==> config.mk <==
export PLATFORM = sky130hd
export DESIGN_NAME = traffic_ctrl_n_flat
export DESIGN_NICKNAME = d
export VERILOG_FILES = /design/src/rtl/traffic_ctrl_n_if.sv /design/src/rtl/traffic_ctrl_n.sv /design/src/flat_wrapper.sv
export SDC_FILE = /design/constraint.sdc
export NUM_CORES = 1
export LEC_CHECK = 0
export ABC_AREA = 0
export CAP_MARGIN = 40
export CORE_MARGIN = 3
export CORE_UTILIZATION = 32
export CTS_CLUSTER_DIAMETER = 50
export DETAILED_ROUTE_END_ITERATION = 16
export PLACE_DENSITY = 0.57
export SETUP_SLACK_MARGIN = 0.02
export SLEW_MARGIN = 25
export SYNTH_ARGS = -nofsm -noshare
export SYNTH_HDL_FRONTEND = slang
export SYNTH_SLANG_ARGS = --single-unit
==> constraint.sdc <==
create_clock -name clk -period 4.6 [get_ports clk]
set_input_delay 0.92 -clock clk [delete_from_list [all_inputs] [get_ports clk]]
set_output_delay 0.92 -clock clk [all_outputs]
set_load 0.05 [all_outputs]
==> src/rtl/traffic_ctrl_n_if.sv <==
// Handshake bundle for traffic_ctrl_n: timing/request inputs and light outputs.
// master drives tick/night/ped_req; slave (the controller) drives the rest.
//   tick     : one-cycle timing enable
//   night    : night-mode request level
//   ped_req  : pedestrian button
//   lights   : {red,yellow,green} per direction, 3*NUM_DIR bits
//   active   : direction owning green/yellow
//   phase    : GREEN=0 YELLOW=1 ALLRED=2 NIGHT_ON=3 NIGHT_OFF=4
//   ped_wait : pending pedestrian request
interface traffic_ctrl_n_if #(
    parameter int NUM_DIR = 2
);
    localparam int AW = $clog2(NUM_DIR);

    logic                   tick;
    logic                   night;
    logic                   ped_req;
    logic [3*NUM_DIR-1:0]   lights;
    logic [AW-1:0]          active;
    logic [2:0]             phase;
    logic                   ped_wait;

    modport master (
        output tick,
        output night,
        output ped_req,
        input  lights,
        input  active,
        input  phase,
        input  ped_wait
    );

    modport slave (
        input  tick,
        input  night,
        input  ped_req,
        output lights,
        output active,
        output phase,
        output ped_wait
    );
endinterface

==> src/rtl/traffic_ctrl_n.sv <==
// N-direction round-robin traffic-light controller with tick-based phase
// timer, pedestrian early green termination and flashing-yellow night mode.
// Ports: clk, clr (sync active-high reset), bus (traffic_ctrl_n_if.slave).
module traffic_ctrl_n #(
    parameter int NUM_DIR      = 2,
    parameter int GREEN_TICKS  = 45,
    parameter int GREEN_MIN    = 15,
    parameter int YELLOW_TICKS = 5,
    parameter int ALLRED_TICKS = 1
) (
    input  logic              clk,
    input  logic              clr,
    traffic_ctrl_n_if.slave   bus
);
    localparam int AW   = $clog2(NUM_DIR);
    localparam int MAXA = (GREEN_TICKS > YELLOW_TICKS) ? GREEN_TICKS : YELLOW_TICKS;
    localparam int MAXT = (MAXA > ALLRED_TICKS) ? MAXA : ALLRED_TICKS;
    localparam int CW   = $clog2(MAXT + 1);

    typedef enum logic [2:0] {
        GREEN     = 3'd0,
        YELLOW    = 3'd1,
        ALLRED    = 3'd2,
        NIGHT_ON  = 3'd3,
        NIGHT_OFF = 3'd4
    } phase_t;

    phase_t                 phase_q;
    logic [AW-1:0]          active_q;
    logic [CW-1:0]          cnt;
    logic                   ped_pend;
    logic [3*NUM_DIR-1:0]   lights_w;

    logic g_done;
    logic g_cut;
    logic leave_g;
    logic in_night;

    assign g_done   = (cnt == CW'(GREEN_TICKS - 1));
    // A pending request may only cut green once the minimum has elapsed.
    assign g_cut    = ped_pend && (cnt >= CW'(GREEN_MIN - 1));
    assign leave_g  = bus.tick && (phase_q == GREEN) && (g_done || g_cut);
    assign in_night = (phase_q == NIGHT_ON) || (phase_q == NIGHT_OFF);

    always_ff @(posedge clk) begin
        if (clr) begin
            phase_q  <= GREEN;
            active_q <= '0;
            cnt      <= '0;
            ped_pend <= 1'b0;
        end else begin
            // Request set wins over the clear on the green->yellow cycle.
            if (in_night) begin
                ped_pend <= 1'b0;
            end else if (bus.ped_req) begin
                ped_pend <= 1'b1;
            end else if (leave_g) begin
                ped_pend <= 1'b0;
            end

            if (bus.tick) begin
                unique case (phase_q)
                    GREEN: begin
                        if (g_done || g_cut) begin
                            phase_q <= YELLOW;
                            cnt     <= '0;
                        end else begin
                            cnt <= cnt + CW'(1);
                        end
                    end
                    YELLOW: begin
                        if (cnt == CW'(YELLOW_TICKS - 1)) begin
                            phase_q <= ALLRED;
                            cnt     <= '0;
                        end else begin
                            cnt <= cnt + CW'(1);
                        end
                    end
                    ALLRED: begin
                        if (cnt == CW'(ALLRED_TICKS - 1)) begin
                            cnt <= '0;
                            if (bus.night) begin
                                phase_q <= NIGHT_ON;
                            end else begin
                                phase_q  <= GREEN;
                                active_q <= (active_q == AW'(NUM_DIR - 1))
                                          ? '0 : active_q + AW'(1);
                            end
                        end else begin
                            cnt <= cnt + CW'(1);
                        end
                    end
                    NIGHT_ON: begin
                        cnt     <= '0;
                        phase_q <= bus.night ? NIGHT_OFF : ALLRED;
                    end
                    NIGHT_OFF: begin
                        cnt     <= '0;
                        phase_q <= bus.night ? NIGHT_ON : ALLRED;
                    end
                    default: begin
                        phase_q  <= GREEN;
                        active_q <= '0;
                        cnt      <= '0;
                    end
                endcase
            end
        end
    end

    // Moore decode; red is the default for every non-owning direction.
    always_comb begin
        lights_w = '0;
        for (int i = 0; i < NUM_DIR; i++) begin
            unique case (phase_q)
                GREEN:
                    lights_w[3*i +: 3] = (active_q == AW'(i)) ? 3'b001 : 3'b100;
                YELLOW:
                    lights_w[3*i +: 3] = (active_q == AW'(i)) ? 3'b010 : 3'b100;
                ALLRED:
                    lights_w[3*i +: 3] = 3'b100;
                NIGHT_ON:
                    lights_w[3*i +: 3] = 3'b010;
                NIGHT_OFF:
                    lights_w[3*i +: 3] = 3'b000;
                default:
                    lights_w[3*i +: 3] = 3'b100;
            endcase
        end
    end

    assign bus.lights   = lights_w;
    assign bus.active   = active_q;
    assign bus.phase    = phase_q;
    assign bus.ped_wait = ped_pend;

endmodule

==> src/flat_wrapper.sv <==
// flat-port wrapper written by rule: the top's interface ports become plain ports
module traffic_ctrl_n_flat 
#(
    parameter int NUM_DIR      = 2,
    parameter int GREEN_TICKS  = 45,
    parameter int GREEN_MIN    = 15,
    parameter int YELLOW_TICKS = 5,
    parameter int ALLRED_TICKS = 1
)
  (clk, clr, bus_tick, bus_night, bus_ped_req, bus_lights, bus_active, bus_phase, bus_ped_wait);
  traffic_ctrl_n_if #(.NUM_DIR(NUM_DIR)) bus_i ();
  input  logic clk;
  input  logic clr;
  input wire logic [$bits(bus_i.tick)-1:0] bus_tick;
  input wire logic [$bits(bus_i.night)-1:0] bus_night;
  input wire logic [$bits(bus_i.ped_req)-1:0] bus_ped_req;
  output wire logic [$bits(bus_i.lights)-1:0] bus_lights;
  output wire logic [$bits(bus_i.active)-1:0] bus_active;
  output wire logic [$bits(bus_i.phase)-1:0] bus_phase;
  output wire logic [$bits(bus_i.ped_wait)-1:0] bus_ped_wait;
  assign bus_i.tick = bus_tick;
  assign bus_i.night = bus_night;
  assign bus_i.ped_req = bus_ped_req;
  assign bus_lights = bus_i.lights;
  assign bus_active = bus_i.active;
  assign bus_phase = bus_i.phase;
  assign bus_ped_wait = bus_i.ped_wait;
  traffic_ctrl_n #(.NUM_DIR(NUM_DIR), .GREEN_TICKS(GREEN_TICKS), .GREEN_MIN(GREEN_MIN), .YELLOW_TICKS(YELLOW_TICKS), .ALLRED_TICKS(ALLRED_TICKS)) u_core (.clk(clk), .clr(clr), .bus(bus_i));
endmodule
==> impl_results.html <==
<table>
<tr><th>Metric</th><th>Value</th></tr>
<tr><th colspan="2">GRT</th></tr>
<tr><td>GRT met3 Usage</td><td>2.94%</td></tr>
<tr><td>Antenna violations before repair</td><td>0</td></tr>
<tr><td>Grt total ovfl</td><td>0</td></tr>
<tr><td>Maximum number of pins on one net before global-route repair</td><td>19</td></tr>
<tr><td>Most Crowded Layer GR</td><td>met2</td></tr>
<tr><td>All-Layer GR Usage</td><td>12.7%</td></tr>
<tr><td>Met2 GRT Util</td><td>19.2%</td></tr>
<tr><td>Global-route wire length before repair</td><td>3.33 mm</td></tr>
<tr><td>Grt met1 use</td><td>17.2%</td></tr>
<tr><td>Number of global-route vias before repair</td><td>between 700 and 800</td></tr>
<tr><th colspan="2">Critical path</th></tr>
<tr><td>Nature of the critical path startpoint</td><td>flip-flop</td></tr>
<tr><td>Buf/Inv on CP</td><td>1</td></tr>
<tr><td>Arrival time worst endpoint</td><td>2.22 ns</td></tr>
<tr><td>Capturing element type of the critical path</td><td>output pin</td></tr>
<tr><td>Crit-path cells</td><td>nor2b_1 &gt; a21oi_1 &gt; o31ai_1 &gt; clkdlybuf4s50_1</td></tr>
<tr><td>CP Data Required Time</td><td>3.68 ns</td></tr>
<tr><td>Worst r2r dst</td><td>u_core.bus.phase[0]</td></tr>
<tr><td>Cell family contributing the most delay on the critical path</td><td>buffers and inverters</td></tr>
<tr><td>Crit path kind</td><td>reg2out</td></tr>
<tr><td>Largest incremental delay on the critical path</td><td>0.84 ns</td></tr>
<tr><td>Setup slack on the worst flop-to-flop path</td><td>about 2.7 ns</td></tr>
<tr><td>Cell with the largest stage delay on the worst path</td><td>sky130_fd_sc_hd__clkdlybuf4s50_1</td></tr>
<tr><td>Maximum fanout along the worst path</td><td>16</td></tr>
<tr><td>Start of the worst register-to-register path</td><td>u_core.cnt[0]</td></tr>
<tr><td>Logic depth of the worst register-to-register path</td><td>7</td></tr>
<tr><th colspan="2">STA</th></tr>
<tr><td>Tcrit/Tclk final</td><td>68.3%</td></tr>
<tr><td>Number of failing hold endpoints at the final stage</td><td>0</td></tr>
<tr><td>Worst path setup slack after routing</td><td>between 1 and 1.5 ns</td></tr>
<tr><td>RSZ-0062 raised after global routing</td><td>no</td></tr>
<tr><td>Final number of setup-violating endpoints</td><td>0</td></tr>
<tr><td>Worst rel slew slack</td><td>63.7%</td></tr>
<tr><td>Maximum clock frequency</td><td>roughly 0.32 GHz</td></tr>
<tr><td>Time the worst path needs with I/O delays and setup</td><td>3.14 ns</td></tr>
<tr><td>Max-slew violation total from the final report</td><td>0</td></tr>
<tr><td>Post-route clock skew</td><td>0.00298 ns</td></tr>
<tr><td>Sum Neg Setup Slack</td><td>0 ns</td></tr>
<tr><td>Measured slew at the worst slew-check pin</td><td>0.544 ns</td></tr>
<tr><th colspan="2">Clock tree</th></tr>
<tr><td>Clock tree sinks</td><td>11</td></tr>
<tr><td>Clock Root Buffer</td><td>sky130_fd_sc_hd__clkbuf_4</td></tr>
<tr><td>Clock tree from TritonCTS</td><td>yes</td></tr>
<tr><td># resized after CTS</td><td>0</td></tr>
<tr><td>Number of buffers added for setup after CTS</td><td>0</td></tr>
<tr><td>Number of buffers inserted for hold repair after clock tree synthesis</td><td>0</td></tr>
<tr><td>Clock transition time at the flip-flop clock pins of the worst setup and hold paths</td><td>about 0.08 ns</td></tr>
<tr><td>Clock buffer count from CTS</td><td>3</td></tr>
<tr><td>H-tree lvl count</td><td>1</td></tr>
<tr><td>Clock insertion delay at the later pin of the skew report</td><td>about 0.27 ns</td></tr>
<tr><td>Max clock buf depth</td><td>2</td></tr>
<tr><th colspan="2">Yosys</th></tr>
<tr><td>Number of nets produced by synthesis</td><td>121</td></tr>
<tr><td>Compound-cell area share of the yosys netlist</td><td>26.1%</td></tr>
<tr><td>Fraction of registers with async set or reset after synthesis</td><td>0%</td></tr>
<tr><td>Total of warnings raised by yosys</td><td>0</td></tr>
<tr><td>Gate count after technology mapping</td><td>approximately 110</td></tr>
<tr><td>Post-synthesis share of cell area spent on and, or, nand and nor gates</td><td>a little under a third</td></tr>
<tr><td>Fraction of post-synthesis cell area in the top cell type by area</td><td>26.0%</td></tr>
<tr><td>Total of flip-flops plus latches after synthesis</td><td>11</td></tr>
<tr><td>Number of unique standard cell types used by synthesis</td><td>36</td></tr>
<tr><td>Avg Synthesized Cell Area</td><td>7.51 um2</td></tr>
<tr><td>XOR/XNOR Fraction of Synth Area</td><td>2.06%</td></tr>
<tr><td>Primary flip-flop cell chosen by synthesis mapping</td><td>sky130_fd_sc_hd__dfxtp_1</td></tr>
<tr><td>Mux cell area share after synthesis</td><td>2.36%</td></tr>
<tr><td>Post-synth EDFFs</td><td>0</td></tr>
<tr><td>Combinational family with the most area after synthesis</td><td>simple AND/OR/NAND/NOR gates</td></tr>
<tr><td>Biggest area contributors in the synthesized netlist</td><td>sky130_fd_sc_hd__dfxtp_1, sky130_fd_sc_hd__a21oi_1, sky130_fd_sc_hd__ha_1</td></tr>
<tr><td>Adder and majority gate portion of the synthesized area</td><td>~4.4%</td></tr>
<tr><td>Post-Synthesis Cell Area</td><td>around 850 um2</td></tr>
<tr><td>Sequential area share after synthesis</td><td>26.0%</td></tr>
<tr><td>Dominant cell type by area after synthesis</td><td>sky130_fd_sc_hd__dfxtp_1</td></tr>
<tr><th colspan="2">Finish</th></tr>
<tr><td>Design area</td><td>0.00102 mm2</td></tr>
<tr><td>Final std cells w/o fill</td><td>155</td></tr>
<tr><td>Signed area change from the synthesized netlist to the final layout</td><td>20.2%</td></tr>
<tr><td>Commonest cells after routing, fill and taps aside</td><td>sky130_fd_sc_hd__clkdlybuf4s50_1, sky130_fd_sc_hd__a21oi_1, sky130_fd_sc_hd__dfxtp_1</td></tr>
<tr><td>Fraction of the core area covered by cells at the end of the flow</td><td>between 40% and 50%</td></tr>
<tr><td>Final #Nets</td><td>134</td></tr>
<tr><td>Leading cell type in the layout, fill and taps excluded</td><td>sky130_fd_sc_hd__clkdlybuf4s50_1</td></tr>
<tr><td>Number of inserted diodes</td><td>0</td></tr>
<tr><td>Share of cells above drive strength 1</td><td>8.00%</td></tr>
<tr><th colspan="2">Drt</th></tr>
<tr><td>Detailed Routing Iterations Pass 1</td><td>4</td></tr>
<tr><td>Routed Wire Length</td><td>1.86 mm</td></tr>
<tr><td>Via density per instance</td><td>about 5.3</td></tr>
<tr><td>Count of unresolved DRC violations after routing</td><td>0</td></tr>
<tr><td>Routed WL per cell</td><td>roughly 12 um</td></tr>
<tr><td>Routed vias</td><td>roughly 820</td></tr>
<tr><td>Routed Antenna Nets</td><td>0</td></tr>
<tr><td>Detailed Route Iter0 Violations</td><td>19</td></tr>
<tr><th colspan="2">Floorplan</th></tr>
<tr><td>Num rows</td><td>18</td></tr>
<tr><td>Die Area</td><td>0.00330 mm2</td></tr>
<tr><td>Placeable Area</td><td>0.00250 mm2</td></tr>
<tr><td>Die Ht</td><td>57.5 um</td></tr>
<tr><td>I/O pin cnt</td><td>16</td></tr>
<tr><td>Effective utilization at floorplan</td><td>33.9%</td></tr>
<tr><td>Die W</td><td>57.5 um</td></tr>
<tr><th colspan="2">Run</th></tr>
<tr><td>MaxCap Viol Count</td><td>0</td></tr>
<tr><th colspan="2">Placed design</th></tr>
<tr><td>Dpl ws</td><td>approximately 1.8 ns</td></tr>
<tr><td>Cell Count Post-Placement</td><td>roughly 150</td></tr>
<tr><td>Port buffer count</td><td>15</td></tr>
<tr><td>Post-detail-place hpwl</td><td>1.36 mm</td></tr>
<tr><td>GP Congestion</td><td>0.753</td></tr>
<tr><td>Cell area after placement</td><td>993 um2</td></tr>
<tr><th colspan="2">Worst hold path</th></tr>
<tr><td>Worst Hold Path Cells</td><td>1</td></tr>
<tr><td>Worst hold path startpoint</td><td>u_core.cnt[0]</td></tr>
<tr><td>Worst min-delay path class</td><td>reg2reg</td></tr>
<tr><td>End of the worst hold path</td><td>u_core.cnt[0]</td></tr>
<tr><th colspan="2">Power</th></tr>
<tr><td>Power density over the cells</td><td>191 mW/mm2</td></tr>
<tr><td>Worst VDD drop</td><td>~120 uV</td></tr>
<tr><td>Leakage power summed over all cells</td><td>around 0.34 nW</td></tr>
<tr><th colspan="2">Outcome</th></tr>
<tr><td>Outcome</td><td>complete, no violations</td></tr>
</table>
[how the worst max path moves through the flow]
stage,from,endpoint,slack [ns],cells after the start
after floorplan,u_core.bus.phase[2],bus_lights[0],1.26,3
after global placement,u_core.bus.phase[1],bus_lights[2],1.81,4
after detailed placement,u_core.bus.phase[1],bus_lights[2],1.77,4
after CTS,u_core.bus.phase[1],bus_lights[2],1.45,4
after global routing,u_core.bus.phase[1],bus_lights[5],1.29,4
final,u_core.bus.phase[1],bus_lights[2],1.46,4
[area by class of cell]
| class | count | area [um2] |
|---|---|---|
| inverters | 6 | 22.5 |
| well taps | 30 | 37.5 |
| fillers | 262 | 1480 |
| repair buffers | 15 | 150 |
| multi-input cells | 89 | 563 |
| flip-flops and latches | 11 | 220 |
| clock buffers | 4 | 26.3 |
[cells by family (layout without fill, tap and decap cells)]
| kind of cell | Yosys count | after routing |
|---|---|---|
| simple gates | 48 | 48 |
| compound gates | 34 | 34 |
| buf+inv | 13 | 25 |
| flops | 11 | 11 |
| fa+ha+maj | 3 | 3 |
| xor+xnor | 2 | 2 |
| mux | 2 | 2 |
[routing by layer]
layer,up-vias,share of wire [%]
li1,425,-
met2,21,47
met1,368,48
met3,2,5.3
met5,-,0
met4,0,0.38
[metrics by stage]
| step | total power [mW] | hold WS [ns] |
|---|---|---|
| 2_1_floorplan | 0.120 | 0.494 |
| 3_3_place_gp | 0.127 | 0.534 |
| 3_5_place_dp | 0.127 | 0.535 |
| 4_1_cts | 0.198 | 0.546 |
| 5_1_grt | 0.207 | 0.581 |
| 6_report | 0.194 | 0.547 |
[state kept, by name, indices dropped and copies added, names as in the netlist]
| signal | count |
|---|---|
| u_core.bus.active | 1 |
| u_core.bus.ped_wait | 1 |
| u_core.bus.phase | 3 |
| u_core.cnt | 6 |
[power breakdown]
| group | internal, mW | total (mW) | switching (mW) |
|---|---|---|---|
| clock network | 0.0336 | 0.0695 | 0.0359 |
| registers | 0.0973 | 0.100 | 0.00288 |
| logic | 0.0107 | 0.0246 | 0.0139 |
| total | 0.142 | 0.194 | 0.0527 |
[Yosys cell counts (3+ instances only)]
cell type                  number
sky130_fd_sc_hd__a21oi_1       14
sky130_fd_sc_hd__dfxtp_1       11
sky130_fd_sc_hd__nor2_1        10
sky130_fd_sc_hd__nand2_1        7
sky130_fd_sc_hd__inv_1          6
sky130_fd_sc_hd__nand2b_1       6
sky130_fd_sc_hd__nor3_1         5
sky130_fd_sc_hd__clkbuf_1       4
sky130_fd_sc_hd__nand3_1        4
sky130_fd_sc_hd__o21ai_1        4
sky130_fd_sc_hd__and2_1         3
sky130_fd_sc_hd__ha_1           3
sky130_fd_sc_hd__nor2b_1        3
sky130_fd_sc_hd__o22ai_1        3
sky130_fd_sc_hd__o31ai_1        3
No activity file was read; power rests on OpenSTA's default activity.
